`src/rtl/parallel_to_serial.sv`:
```
// ---------------------------------------------------------------------------
// parallel_to_serial
//   Serializer: takes handshaked parallel words and emits them one bit per
//   clock on serial_valid/serial_data. A one-word holding register lets the
//   next word queue up while the current one is shifting, so a continuous
//   upstream produces a gap-free bit stream.
//
// Parameters
//   width      word width in bits (>= 2)
//   msb_first  0: bit 0 goes out first; 1: bit width-1 goes out first
//
// Ports
//   clk             clock, rising edge
//   rst             synchronous active-high reset
//   parallel_valid  upstream word valid
//   parallel_data   upstream word, sampled only on accept
//   parallel_ready  block can take a word this cycle (= holding reg empty)
//   serial_valid    serial_data carries a bit this cycle
//   serial_data     serial bit, forced to 0 when serial_valid is 0
//   busy            word in flight or holding register occupied
// ---------------------------------------------------------------------------
module parallel_to_serial #(
  parameter int width     = 8,
  parameter bit msb_first = 1'b0
) (
  input  logic             clk,
  input  logic             rst,
  input  logic             parallel_valid,
  input  logic [width-1:0] parallel_data,
  output logic             parallel_ready,
  output logic             serial_valid,
  output logic             serial_data,
  output logic             busy
);

  localparam int cnt_w = $clog2(width);
  // Explicit terminal count: width need not be a power of two, so the
  // counter cannot be left to wrap on its own.
  localparam logic [cnt_w-1:0] last_count = cnt_w'(width - 1);

  typedef enum logic {
    IDLE  = 1'b0,
    SHIFT = 1'b1
  } state_t;

  state_t           state_reg, state_next;
  logic [width-1:0] shift_reg, shift_next;
  logic [width-1:0] hold_reg, hold_next;
  logic             hold_full_reg, hold_full_next;
  logic [cnt_w-1:0] count_reg, count_next;
  logic [width-1:0] shifted;
  logic             accept;
  logic             last_bit;

  assign accept   = parallel_valid && parallel_ready;
  assign last_bit = (count_reg == last_count);

  // Shift register advanced by one position toward the output end; the
  // vacated bit is filled with 0.
  for (genvar gi = 0; gi < width; gi++) begin : g_shift
    if (msb_first) begin : g_msb
      if (gi == 0) begin : g_fill
        assign shifted[gi] = 1'b0;
      end else begin : g_move
        assign shifted[gi] = shift_reg[gi-1];
      end
    end else begin : g_lsb
      if (gi == width - 1) begin : g_fill
        assign shifted[gi] = 1'b0;
      end else begin : g_move
        assign shifted[gi] = shift_reg[gi+1];
      end
    end
  end

  // State register
  always_ff @(posedge clk) begin
    if (rst) begin
      state_reg     <= IDLE;
      shift_reg     <= '0;
      hold_reg      <= '0;
      hold_full_reg <= 1'b0;
      count_reg     <= '0;
    end else begin
      state_reg     <= state_next;
      shift_reg     <= shift_next;
      hold_reg      <= hold_next;
      hold_full_reg <= hold_full_next;
      count_reg     <= count_next;
    end
  end

  // Next-state and datapath update
  always_comb begin
    state_next     = state_reg;
    shift_next     = shift_reg;
    hold_next      = hold_reg;
    hold_full_next = hold_full_reg;
    count_next     = count_reg;

    unique case (state_reg)
      IDLE: begin
        if (accept) begin
          shift_next = parallel_data;
          count_next = '0;
          state_next = SHIFT;
        end
      end

      SHIFT: begin
        if (!last_bit) begin
          shift_next = shifted;
          count_next = count_reg + cnt_w'(1);
          if (accept) begin
            hold_next      = parallel_data;
            hold_full_next = 1'b1;
          end
        end else if (hold_full_reg) begin
          // parallel_ready is low here, so no word can arrive this cycle.
          shift_next     = hold_reg;
          hold_full_next = 1'b0;
          count_next     = '0;
        end else if (accept) begin
          // Bypass: the word goes straight into the shifter, keeping the
          // stream gap-free without touching the holding register.
          shift_next = parallel_data;
          count_next = '0;
        end else begin
          shift_next = shifted;
          count_next = '0;
          state_next = IDLE;
        end
      end

      default: state_next = IDLE;
    endcase
  end

  // Outputs, all decoded from registered state
  always_comb begin
    parallel_ready = !hold_full_reg;
    serial_valid   = (state_reg == SHIFT);
    busy           = (state_reg == SHIFT) || hold_full_reg;
    serial_data    = 1'b0;
    if (state_reg == SHIFT) begin
      serial_data = msb_first ? shift_reg[width-1] : shift_reg[0];
    end
  end

endmodule
```
`config.mk`:
```
export PLATFORM = sky130hd
export DESIGN_NAME = parallel_to_serial
export DESIGN_NICKNAME = d
export VERILOG_FILES = /design/src/rtl/parallel_to_serial.sv
export SDC_FILE = /design/constraint.sdc
export NUM_CORES = 1
export LEC_CHECK = 0
export ABC_CLOCK_PERIOD_IN_PS = 3000
export CORE_UTILIZATION = 56
export DETAILED_ROUTE_END_ITERATION = 8
export GPL_TIMING_DRIVEN = 0
export PLACE_DENSITY = 0.81
export SYNTH_ARGS = -nofsm -noshare
export SYNTH_HDL_FRONTEND = slang
export SYNTH_SLANG_ARGS = --single-unit
```
`constraint.sdc`:
```
create_clock -name clk -period 3 [get_ports clk]
set_input_delay 0.3 -clock clk [delete_from_list [all_inputs] [get_ports clk]]
set_output_delay 0.3 -clock clk [all_outputs]
set_load 0.005 [all_outputs]
```
==> reports/results.ini, run 1 <==
[timing]
hold_violations = 0
skew_ps = 12.2
tns_ps = 0
worstMarginPinSlew_ps = 529
fin_crit_ps = 2090
rsz0062_at_grt = no
slew_headroom = 0.647
timing.final.ws_setup_ps = 912
setup_viol = 0
finalMaxSlewViolations = 0
fmax_mhz = 479
fin_crit_sh = 0.696

[global_route]
antenna_found_initial = 0
grt_max_degree = 12
grt_pass1_vias = 851
grt_pass1_wl_um = 3790
grt_usage = 0.253
grt_overflow = 0

[clock_tree]
cts_resized = 0
htreeDepth = 1
clkTransAtPathRegs_ps = 120
clockBufferDepth = 2
postCtsHoldBufs = 0
clk_latency_ps = 300
cts_buffers = 3
cts.sinks = 21
post-cts-setup-buffer-count = 0
root_buffer = clkbuf_4
cts_tree = yes

[layout]
n_fill_cell = 144
final_common_cell = dfxtp_1
drive_above_1_share = 0.0942
layout_common_cells = 21 x dfxtp_1, 16 x nor2_1, 14 x clkdlybuf4s50_1, 12 x nand2_1, 11 x mux2i_1
antenna_cells = 0
layout.nets = 153
syn_to_final_growth_pct = 18.4
fin_util = 0.720

[logic_synthesis]
ys_seq_area_frac = 0.392
netlist_instances = 120
synth_area_um2 = 1070
synth_warnings = 0
syn_nets = 134
synthDistinctLibCells = 26
avgSynthCellArea_um2 = 8.94
ys_ff_latch = 21

[route]
drc = 0
routed_wl_um = 2340
dr.pass1.iters = 4
antenna_left = 0
viasPerCell = 5.79
vias = 944
drt-initial-drc-count = 32
wl_per_cell_um = 14.3

[placed_design]
io_buffers = 14
place_congestion = 0.843
post-dp-hpwl_um = 1670
pre_cts_ws_ps = 1180

[floorplan]
die_x_um = 45.8
die_area_um2 = 2090
die_h_um = 45.8
core_area_um2 = 1760
boundaryPins = 15
rows = 15
initial_core_util = 0.608

[setup_path]
cp-start-kind = flip-flop
required_ps = 2700
arrival_ps = 1790
cp_max_fo = 10
end_kind = output port
path_class = reg -> out

[power_and_ir_drop]
power.density_nw_per_um2 = 439
vdd_drop_max_mv = 0.320
p_leak_uw = 0.000496

[min_path]
min_path_type = reg -> reg

[outcome]
status = finished clean

[run]
cap_violations = 0

## path summary, 6_finish.rpt
kind,end,depth (start not counted),from,slack [ps]
setup / recovery,busy,4,hold_full_reg$_SDFFE_PP0P_,910
hold / removal,shift_reg[2]$_SDFFE_PP0P_,2,shift_reg[3]$_SDFFE_PP0P_,470
setup reg to reg,shift_reg[5]$_SDFFE_PP0P_,6,count_reg[0]$_SDFFE_PP0P_,1380
hold reg to reg,shift_reg[2]$_SDFFE_PP0P_,2,shift_reg[3]$_SDFFE_PP0P_,470
## per-stage QoR
step / instances / total power [uW] / hold WS (ps) / cell area (um2)
after floorplan: 120 / 385 / 400 / 1070
final: 163 / 558 / 474 / 1270
after CTS: 163 / 562 / 483 / 1270
after global placement: 159 / 423 / 450 / 1240
after detailed placement: 159 / 426 / 460 / 1240
after global routing: 163 / 585 / 500 / 1270
## cell usage after synthesis (all sizes together)
library cell / count / share of area
a21oi: 9 / 0.042
a22o: 3 / 0.025
a22oi: 5 / 0.035
a2bb2oi: 5 / 0.041
a31oi: 6 / 0.035
and2: 3 / 0.018
buf: 4 / 0.036
clkbuf: 5 / 0.018
dfxtp: 21 / 0.39
ha: 3 / 0.035
inv: 2 / 0.0070
mux2i: 11 / 0.10
nand2: 12 / 0.042
nand2b: 2 / 0.012
nand3b: 2 / 0.014
nor2: 18 / 0.081
nor2b: 2 / 0.019
nor3: 2 / 0.0093
o21ai: 2 / 0.0093
o31ai: 2 / 0.023
or2: 1 / 0.0058
## cells by family after synthesis
kind of cell               share of synthesized area
AOI/OAI and AO/OA                              0.210
DFF                                            0.392
and+or+nand+nor                                0.200
buffers and inverters                         0.0607
adders and majority gates                     0.0350
muxes                                          0.103
## worst max-delay path, stage by stage (launching register included)
cell and delay [ps]:
dfxtp_1 350, buf_6 150, clkbuf_1 330, or2_2 180, clkdlybuf4s50_1 490
## metal layers
layer | part of all wire | global-route usage | vias up
met4 | 0.012 | 0.0706 | 0
met5 | 0 | 0 | -
met3 | 0.045 | 0.0357 | 4
met1 | 0.44 | 0.319 | 450
li1 | - | - | 460
met2 | 0.50 | 0.446 | 30
## report_power, final
group / switching, uW / total, uW / internal, uW
sequential: 9.68 / 304 / 294
clock: 85.9 / 138 / 51.8
combinational: 57.4 / 116 / 59.0
## area by class of cell
class / count / area (um2) / area share
Buffer: 9 / 57.6 / 0.0453
Clock buffer: 4 / 26.3 / 0.0207
Inverter: 2 / 7.51 / 0.00591
Multi-Input combinational cell: 88 / 587 / 0.462
Sequential cell: 21 / 420 / 0.331
Tap cell: 25 / 31.3 / 0.0246
Timing Repair Buffer: 14 / 140 / 0.110
Power figures use the tool's default switching activity.
==> run 2, diff against run 1 <==
==> config.mk (replaced) <==
export PLATFORM = sky130hd
export DESIGN_NAME = parallel_to_serial
export DESIGN_NICKNAME = d
export VERILOG_FILES = /design/src/rtl/parallel_to_serial.sv
export SDC_FILE = /design/constraint.sdc
export NUM_CORES = 1
export LEC_CHECK = 0
export ABC_CLOCK_PERIOD_IN_PS = 2000
export CORE_UTILIZATION = 52
export DETAILED_ROUTE_END_ITERATION = 8
export GPL_TIMING_DRIVEN = 0
export PLACE_DENSITY = 0.76
export SYNTH_ARGS = -nofsm -noshare
export SYNTH_HDL_FRONTEND = slang
export SYNTH_SLANG_ARGS = --single-unit
==> constraint.sdc (replaced) <==
create_clock -name clk -period 2 [get_ports clk]
set_input_delay 0.2 -clock clk [delete_from_list [all_inputs] [get_ports clk]]
set_output_delay 0.2 -clock clk [all_outputs]
set_load 0.005 [all_outputs]
==> run 2 against run 1 <==
Compared with the run above:
- routed wire length decreased by 2.8%
- power increased by 51%
- sequential share of layout area unchanged
- clock-buffer cell count unchanged
- cell area unchanged
- combinational power increased by 50%
- critical endpoint is now serial_data
- first-iteration DRC count increased by 9.4%
- utilization decreased by 6.6 points
- cell count increased by 0.61%
==> reports/results.ini, run 2 (synthesis gave the netlist of run 1 again) <==
[setup_path]
cp-start-kind = flip-flop
end_kind = output port
cp_max_fo = 10  ; unchanged
path_class = reg -> out
arrival_ps = 1620  ; -170 ps
required_ps = 1800  ; -900 ps

[timing]
worstMarginPinSlew_ps = 542  ; +13.1 ps
setup_viol = 0  ; unchanged
slew_headroom = 0.639  ; -0.00871
fin_crit_sh = 0.908
fmax_mhz = 551
rsz0062_at_grt = no
fin_crit_ps = 1820
hold_violations = 0  ; unchanged
finalMaxSlewViolations = 0  ; unchanged
skew_ps = 8.79  ; -3.40 ps
tns_ps = 0  ; unchanged

[clock_tree]
cts_buffers = 3  ; unchanged
cts_tree = yes
cts.sinks = 21  ; unchanged
clk_latency_ps = 310  ; about the same
root_buffer = clkbuf_4
htreeDepth = 1  ; unchanged
clkTransAtPathRegs_ps = 120  ; about the same
clockBufferDepth = 2  ; unchanged
postCtsHoldBufs = 0  ; unchanged

[layout]
syn_to_final_growth_pct = 18.4  ; unchanged
layout.nets = 152  ; -0.65%
stdcell_count = 164  ; +0.61%
multi_input_area_um2 = 587  ; unchanged
final_common_cell = dfxtp_1
drive_above_1_share = 0.102  ; +0.00799
seq_area_um2 = 420  ; unchanged
finalInstanceArea_um2 = 1270  ; unchanged
antenna_cells = 0  ; unchanged
layout_common_cells = 21 x dfxtp_1, 16 x nor2_1, 14 x clkdlybuf4s50_1, 12 x nand2_1, 11 x mux2i_1
n_fill_cell = 169  ; +17%

[min_path]
min_path_type = reg -> reg

[outcome]
status = finished clean

[global_route]
antenna_found_initial = 0  ; unchanged
grt_overflow = 0  ; unchanged
grt_pass1_wl_um = 3650  ; -3.6%
grt_usage = 0.236  ; -0.0170
grt_pass1_vias = 840  ; -1.3%
grt_max_degree = 12  ; unchanged

[floorplan]
core_area_um2 = 1940  ; +10%
rows = 16  ; +1
die_area_um2 = 2250  ; +7.3%
initial_core_util = 0.552  ; -0.0556
die_h_um = 47.4  ; +3.6%
die_x_um = 47.4  ; +3.6%
boundaryPins = 15  ; unchanged

[route]
drc = 0  ; unchanged
routed_wl_um = 2270  ; -2.8%
wl_per_cell_um = 13.9  ; -3.4%
vias = 939  ; -0.53%
dr.pass1.iters = 4  ; unchanged
drt-initial-drc-count = 35  ; +9.4%
viasPerCell = 5.73  ; -1.1%
antenna_left = 0  ; unchanged

[placed_design]
placedCellCount = 161  ; +1.3%
post-dp-hpwl_um = 1650  ; -1.7%
io_buffers = 14  ; unchanged
place_congestion = 0.847  ; +0.55%
place_area_um2 = 1250  ; +0.20%

[power_and_ir_drop]
power.density_nw_per_um2 = 661  ; +51%
p_leak_uw = 0.000498  ; +0.40%
vdd_drop_max_mv = 0.512  ; +60%
p_total_uw = 840  ; +51%

[run]
cap_violations = 0  ; unchanged

## run 2: cell count changes in the layout (fill, tap and decap cells not counted)
| cell | before | now |
|---|---|---|
| clkbuf_1 | 6 | 4 |
| clkbuf_2 | 0 | 1 |
## run 2: worst paths after layout
| path | slack (ps) | end | from | depth (start not counted) |
|---|---|---|---|---|
| max | 180 | serial_data | serial_valid$_SDFF_PP0_ | 3 |
| max reg2reg | 400 | hold_reg[4]$_SDFFE_PP0P_ | count_reg[0]$_SDFFE_PP0P_ | 6 |
| min | 480 | shift_reg[6]$_SDFFE_PP0P_ | shift_reg[6]$_SDFFE_PP0P_ | 2 |
| min reg2reg | 480 | shift_reg[6]$_SDFFE_PP0P_ | shift_reg[6]$_SDFFE_PP0P_ | 2 |
## run 2: area by class of cell
type	instances	share of cell area
plain buffers	8	0.0433
clock buffers	4	0.0207
flip-flops and latches	21	0.331
multi-input cells	88	0.462
inverters	2	0.00591
repair buffers	14	0.110
well taps	27	0.0266
## run 2: through the flow
stage           util  hold slack (ps)  setup WS (ps)
2_1_floorplan      -              300            561
3_3_place_gp   0.642              453            309
3_5_place_dp   0.642              458            278
4_1_cts        0.655              487           24.9
5_1_grt        0.654              512            111
6_report       0.654              484            185
## run 2: per-layer routing
layer	routed length, um	GRT usage
met1	1040	0.321
met5	0	0
met3	90	0.0415
met2	1110	0.375
met4	32	0.0857
## run 2: timing repair
item,4_1_cts,5_1_grt
resized for setup,0,2
hold endpoints to repair,0,0
buffers inserted,0,0
setup endpoints to repair,0,2
## run 2: report_power, final
part	internal [uW]	switching (uW)	leakage [uW]
clock	77.8	132	0.0000150
sequential	441	14.5	0.000172
combinational	88.4	85.7	0.000312
total	607	232	0.000498
## run 2: critical path, stage by stage, from the launching register on
cell,delay (ps)
dfxtp_1,430
clkbuf_2,230
and2_1,150
clkdlybuf4s50_1,500
==> run 3, diff against run 2 <==
--- a/config.mk
+++ b/config.mk
@@ -7,6 +7,7 @@
 export LEC_CHECK = 0
 export ABC_CLOCK_PERIOD_IN_PS = 2000
 export CORE_UTILIZATION = 52
+export CTS_CLUSTER_SIZE = 25
 export DETAILED_ROUTE_END_ITERATION = 8
 export GPL_TIMING_DRIVEN = 0
 export PLACE_DENSITY = 0.76
==> results of run 3 <==
Final layout, timing and power as in run 2 (identical DEF).
